[src/rtl/reset_pulse_gen.sv]
// Reset pulse generator: drives an active-low reset for PULSE_WIDTH cycles, waits for ready_in, then holds off.
// Optional macro RESET_PULSE_GEN_TIMEOUT_EN adds a WAIT_LIMIT watchdog on the ready wait (timed_out pulse).
module reset_pulse_gen #(
    parameter int PULSE_WIDTH = 16,
    parameter int WAIT_LIMIT  = 1000,
    parameter int HOLDOFF     = 4
) (
    input  logic clk,
    input  logic reset,
    input  logic req,
    input  logic ready_in,
    output logic resetn_out,
    output logic busy,
    output logic done,
    output logic timed_out
);

    typedef enum logic [1:0] {
        IDLE,
        ASSERT,
        WAIT_READY,
        HOLD
    } state_t;

    // HOLD always occupies at least one cycle, so HOLDOFF=0 still returns to IDLE on the next cycle
    localparam logic [15:0] PW_LOAD = 16'(PULSE_WIDTH - 1);
    localparam logic [15:0] HO_LOAD = (HOLDOFF == 0) ? 16'd0 : 16'(HOLDOFF - 1);

    if (PULSE_WIDTH < 1 || PULSE_WIDTH > 65535) begin : g_bad_pulse_width
        $error("reset_pulse_gen: PULSE_WIDTH out of range 1..65535");
    end
    if (WAIT_LIMIT < 1 || WAIT_LIMIT > 65535) begin : g_bad_wait_limit
        $error("reset_pulse_gen: WAIT_LIMIT out of range 1..65535");
    end
    if (HOLDOFF < 0 || HOLDOFF > 255) begin : g_bad_holdoff
        $error("reset_pulse_gen: HOLDOFF out of range 0..255");
    end

    state_t      state_q;
    logic [15:0] cnt_q;
    logic        resetn_q;
    logic        done_q;

`ifdef RESET_PULSE_GEN_TIMEOUT_EN
    localparam logic [15:0] WL_LOAD = 16'(WAIT_LIMIT - 1);

    logic timed_out_q;

    // Counter only ever decrements from a nonzero value, so it cannot wrap
    always_ff @(posedge clk) begin
        if (reset) begin
            state_q     <= IDLE;
            cnt_q       <= '0;
            resetn_q    <= 1'b1;
            done_q      <= 1'b0;
            timed_out_q <= 1'b0;
        end else begin
            done_q      <= 1'b0;
            timed_out_q <= 1'b0;
            case (state_q)
                IDLE: begin
                    if (req) begin
                        state_q  <= ASSERT;
                        cnt_q    <= PW_LOAD;
                        resetn_q <= 1'b0;
                    end
                end
                ASSERT: begin
                    if (cnt_q == 16'd0) begin
                        state_q  <= WAIT_READY;
                        cnt_q    <= WL_LOAD;
                        resetn_q <= 1'b1;
                    end else begin
                        cnt_q <= cnt_q - 16'd1;
                    end
                end
                WAIT_READY: begin
                    if (ready_in) begin
                        done_q  <= 1'b1;
                        state_q <= HOLD;
                        cnt_q   <= HO_LOAD;
                    end else if (cnt_q == 16'd0) begin
                        timed_out_q <= 1'b1;
                        state_q     <= HOLD;
                        cnt_q       <= HO_LOAD;
                    end else begin
                        cnt_q <= cnt_q - 16'd1;
                    end
                end
                HOLD: begin
                    if (cnt_q == 16'd0) begin
                        state_q <= IDLE;
                    end else begin
                        cnt_q <= cnt_q - 16'd1;
                    end
                end
                default: state_q <= IDLE;
            endcase
        end
    end

    assign timed_out = timed_out_q;
`else
    // Without the watchdog the ready wait is unbounded and the counter is left untouched there
    always_ff @(posedge clk) begin
        if (reset) begin
            state_q  <= IDLE;
            cnt_q    <= '0;
            resetn_q <= 1'b1;
            done_q   <= 1'b0;
        end else begin
            done_q <= 1'b0;
            case (state_q)
                IDLE: begin
                    if (req) begin
                        state_q  <= ASSERT;
                        cnt_q    <= PW_LOAD;
                        resetn_q <= 1'b0;
                    end
                end
                ASSERT: begin
                    if (cnt_q == 16'd0) begin
                        state_q  <= WAIT_READY;
                        resetn_q <= 1'b1;
                    end else begin
                        cnt_q <= cnt_q - 16'd1;
                    end
                end
                WAIT_READY: begin
                    if (ready_in) begin
                        done_q  <= 1'b1;
                        state_q <= HOLD;
                        cnt_q   <= HO_LOAD;
                    end
                end
                HOLD: begin
                    if (cnt_q == 16'd0) begin
                        state_q <= IDLE;
                    end else begin
                        cnt_q <= cnt_q - 16'd1;
                    end
                end
                default: state_q <= IDLE;
            endcase
        end
    end

    assign timed_out = 1'b0;
`endif

    assign resetn_out = resetn_q;
    assign done       = done_q;
    assign busy       = (state_q != IDLE);

endmodule
[config.mk]
export PLATFORM = sky130hd
export DESIGN_NAME = reset_pulse_gen
export DESIGN_NICKNAME = d
export VERILOG_FILES = /design/src/rtl/reset_pulse_gen.sv
export SDC_FILE = /design/constraint.sdc
export NUM_CORES = 1
export LEC_CHECK = 0
export ABC_AREA = 1
export BUFFER_PORTS_ARGS = -buffer_cell sky130_fd_sc_hd__buf_2
export CORE_AREA = 4 4 73 75
export CTS_BUF_LIST = sky130_fd_sc_hd__clkbuf_4 sky130_fd_sc_hd__clkbuf_8
export CTS_CLUSTER_DIAMETER = 150
export DETAILED_ROUTE_END_ITERATION = 16
export DIE_AREA = 0 0 77 79
export PLACE_DENSITY = 0.5
export REMOVE_ABC_BUFFERS = 1
export SLEW_MARGIN = 20
export SYNTH_ARGS = -nofsm -noshare
export SYNTH_HDL_FRONTEND = slang
export SYNTH_SLANG_ARGS = --single-unit
[constraint.sdc]
create_clock -name clk -period 2.2 [get_ports clk]
set_input_delay 0.33 -clock clk [delete_from_list [all_inputs] [get_ports clk]]
set_output_delay 0.33 -clock clk [all_outputs]
set_load 0.05 [all_outputs]
Yosys cells after proc, flatten, opt, wreduce, memory -nomap -nowiden. Cells that the tools add are included.

Register bits: 20. Output and inout bits: 4.

Add/subtract/negate cells: 1. Eq/ne operators: 8. Mux-type cells: 13. Bitwise gates (word level): 1. Reductions and logical operators: 9.

Operators with widths (count): $mux 16 (3); $pmux 16 s3 (1); $logic_not 16->1 (1); $sub 16x1->16 const B (1); $ne 2x2->1 const B (5); $mux 2 (4); $pmux 2 s4 (1); $reduce_and 3->1 (2); $eq 2x2->1 const B (2); $reduce_and 4->1 (1); $reduce_bool 2->1 (2); $reduce_or 2->1 (2); $mux 1 (3); $eq 2x1->1 const B (1); $logic_not 2->1 (1); $pmux 1 s2 (1); $not 1->1 (1).

Longest topological paths before layout.
Word-level depth: 4. Mapped depth: 11. Depth with buffers taken out: 10.

Worst setup path after synthesis. OpenSTA, ideal clock, no wires.

Path kind: register to register. From: register state_q[0]. To: register cnt_q[14]. Arrival time: 1952 ps. Data required time: 2134 ps. Setup slack: 182 ps. Stages on the path, launching flop included: 10. Cells stage by stage: dfxtp_1 inv_1 ha_1 inv_1 or2_2 o21ai_0 inv_1 buf_1 nand4_1 a21oi_2.

Word-level cells in the longest chain between the ends: 4.

RTL lines: start: declaration (line 39) `state_t state_q;`; start signal: assignment (line 107) `state_q <= IDLE;`; start signal: assignment (line 116) `state_q <= ASSERT;`; start signal: assignment (line 123) `state_q <= WAIT_READY;`; $eq 2x2->1 or $eq 2x1->1 (tied branches) (line 113) `case (state_q)`; $reduce_or 2->1 (no line); $ne 2x2->1 (no line); $reduce_and 3->1 (no line); end signal: assignment (line 126) `cnt_q <= cnt_q - 16'd1;`; end signal: assignment (line 140) `cnt_q <= cnt_q - 16'd1;`; end: declaration (line 40) `logic [15:0] cnt_q;`.

Several ways; a longest one is shown, not always the timed one. A chain may end at the register's enable or synchronous reset.

Worst setup path in the final report.
From: register state_q[0]. To: register cnt_q[12].

Same word-level chain as after synthesis.

==> results by group <==
Pwr
  – Peak VDD IR: 0.000608 V
  – Pwr/cell area: 1540 nW/um^2
  – Clk network pwr share: 12.5%
  – Switch share: 52.0%
  – Power Total: between 0.002 and 0.0025 W
  – Gate power share: 62.2%
  – Pleak: approximately 0.73 nW
  – Switching power: 0.00119 W
  – Flop pwr share: 25.3%
  – Internal power of the cells: 0.00110 W

Synth
  – Synth top area share: 29.3%
  – Post-synthesis sequential area ratio: 29.3%
  – Synth warnings: 0
  – Cell taking the most area after synthesis: dfxtp_1
  – Netlist cell types: 23
  – Synth Register Bits: 20
  – Synth top area cells: dfxtp_1 (29%), nand2_1 (15%), nor2_1 (14%)
  – Synthesized area per cell: slightly above 6 um^2
  – Mapped cell area: between 1000 and 1500 um^2
  – Syn Inst Count: 224

Route
  – Post-route ant nets: 0
  – Drt pass-1 iters: 4
  – Routed WL: 3060 um
  – Vias per inst: 4.56
  – Wire per inst: 10.8 um
  – Post-route DRC violation count: 0
  – Total vias in the final route: 1294
  – DRT iter0 DRCs: 42

Timing
  – Max Clock Skew: a little over 0.01 ns
  – Peak Freq: 0.542 GHz
  – Slew Limit Headroom: around two thirds
  – Final TNS setup: 0 ns
  – Final setup vio count: 0
  – RSZ-0062 raised after global routing: no
  – Worst slew pin tran: 0.502 ns
  – Final Hold Viols: 0
  – Final Max Slew Viols: 0
  – Period utilization: a little over four fifths
  – Crit path setup slack, layout: 0.354 ns
  – Min Tclk post-route: 1.85 ns

Flow run
  – Max Cap Violations: 0

Place
  – Port bufs: 6
  – Placer Congestion: 0.787
  – Dpl cells: 280
  – Pre-CTS WS: 0.186 ns
  – Hpwl dp: approximately 2300 um

Global route
  – Via count of the first global-routing pass: 1265
  – First-pass GRT wire length: 5620 um
  – Largest net degree at the start of global routing: 20
  – GRT Total Usage: 11.1%
  – Grt total ovfl: 0
  – Initial antenna violation count: 0

Clock network
  – CTS root buf: clkbuf_8
  – TritonCTS clock tree: yes
  – CTS Buffer Depth: 2
  – Hold_buf cts: 0
  – Setup bufs post-CTS: 0
  – CTS Buf Count: 3
  – H-tree depth: 1
  – Sink Count: 20
  – Worst-skew pair later-pin latency: 0.26 ns
  – Clock transition at path regs: 0.08 ns

Layout
  – Layout Nets: approximately 240
  – ANT cells: 0
  – Fraction of layout cells with a size suffix above 1: 9.57%
  – Final Non-Filler Cells: 284
  – P&R area growth vs syn: 8.59%

Hold path
  – Hold depth: 3
  – Worst Hold End: done
  – Min-Delay Startpoint: ready_in
  – Hold WC Path Type: in -> reg

Floorplan
  – Starting density of the core: 29.4%
  – I/O pin cnt: 8
  – Core Region: 4660 um^2
  – Die X-Extent: approximately 77 um
  – Die Footprint: 6080 um^2
  – # rows: 25
  – Die height: 79 um

Setup path
  – CP Launch Type: flop
  – Worst Setup End Kind: flop
  – Critical Path RT: approximately 2.4 ns
  – Max stage delay on crit path: 0.42 ns
  – Reg2reg end: cnt_q[12]
  – Crit path kind: reg -> reg
  – Crit Reg-Reg Startpoint: state_q[0]
  – R2r setup slk: 0.35 ns
  – CP cell instances: inv_1, ha_1, inv_1, or2_2, o21ai_0, inv_1, buf_4, nand3_1, nand2_1, nand2_1, nor2_1
  – Most used cell, CP: inv_1
  – CP max stage cell: dfxtp_2
  – R2R cell count: 11
  – Crit path DAT: 2.04 ns
  – Crit-path max FO: 15

Status
  – Status: complete, no violations
## area by class of cell
class | instances | area (um^2)
timing repair buffer | 8 | 45.0
clock buffer | 4 | 55.1
tap | 54 | 67.6
sequential | 20 | 402
inverter | 32 | 120
multi-input combinational | 166 | 797
fill | 539 | 3170
## metal layers
metal | track usage, % | vias to the layer above | share of wire (%) | wire length [um]
met5 | 0 | - | 0 | 0
met3 | 1.81 | 2 | 2.8 | 86
met4 | 2.85 | 0 | 0.49 | 15
met1 | 13.8 | 573 | 49 | 1510
met2 | 19.8 | 15 | 47 | 1450
li1 | - | 704 | - | -
## power groups by stage
stage	Clock, W	Sequential (W)	Combinational [W]
2_1_floorplan	0	0.000581	0.00112
3_3_place_gp	0	0.000589	0.00144
3_5_place_dp	0	0.000585	0.00143
4_1_cts	0.000297	0.000578	0.00144
5_1_grt	0.000318	0.000599	0.00165
6_report	0.000285	0.000579	0.00142
## cell usage after synthesis
cell,count
nor2_1,51
nand3_2,2
nor2_4,1
buf_6,1
buf_4,1
inv_1,32
o21ai_0,4
buf_1,2
nand3_1,20
nor3_1,2
nand4_1,4
buf_2,1
dfxtp_1,20
nand2_1,55
o21bai_1,1
or2_2,1
nand2_4,1
a21oi_2,3
buf_12,1
nand3_4,1
a21oi_1,13
ha_1,6
conb_1,1
## placed cells by master, fill, tap and decap left out, types with 6 or more instances in the layout
cell | synthesis | layout
inv_1 | 32 | 32
buf_2 | 1 | 6
nor2_1 | 51 | 51
dfxtp_1 | 20 | 19
nand3_1 | 20 | 20
nand2_1 | 55 | 55
ha_1 | 6 | 6
a21oi_1 | 13 | 13
## how the worst max path moves through the flow
stage / startpoint / to / slack [ns] / depth (start not counted)
after floorplan: state_q[0] / cnt_q[0] / 0.07 / 9
after global placement: state_q[0] / cnt_q[12] / 0.17 / 11
after detailed placement: state_q[0] / cnt_q[12] / 0.19 / 11
after CTS: state_q[0] / cnt_q[12] / 0.17 / 11
after global routing: state_q[0] / cnt_q[12] / 0.12 / 11
final: state_q[0] / cnt_q[12] / 0.35 / 11
## stage by stage
stage | cell area [um^2] | util (%) | hold WS, ns
2_1_floorplan | 1320 | - | 0.399
3_3_place_gp | 1430 | 30.7 | 0.480
3_5_place_dp | 1430 | 30.7 | 0.480
4_1_cts | 1490 | 31.9 | 0.302
5_1_grt | 1490 | 31.9 | 0.320
6_report | 1490 | 31.9 | 0.300
## critical path: cells and delay by family (launching register included)
kind                       cells  cell delay (ns)
AOI/OAI and AO/OA              1             0.07
DFF                            1             0.42
adders and majority gates      1             0.21
buffers and inverters          4             0.66
and+or+nand+nor                5             0.42
## cell families (layout without fill, tap and decap cells)
kind of cell	count (synthesis)	after routing	synth area share [%]
fa+ha+maj	6	6	5.48
other cells	1	1	0.274
flops	20	20	29.3
buf+inv	38	44	12.5
compound gates	21	21	8.68
simple gates	138	138	43.8
## repair_timing
item                                   CTS  global route
resized for setup                        0             1
endpoints found under the hold margin    0             0
setup endpoints to repair                0             3
## state kept, by name, summed over array words and instances (netlist names)
name	flops
cnt_q	16
state_q	2
done	1
resetn_out	1
(Power assumes the default switching activity.)
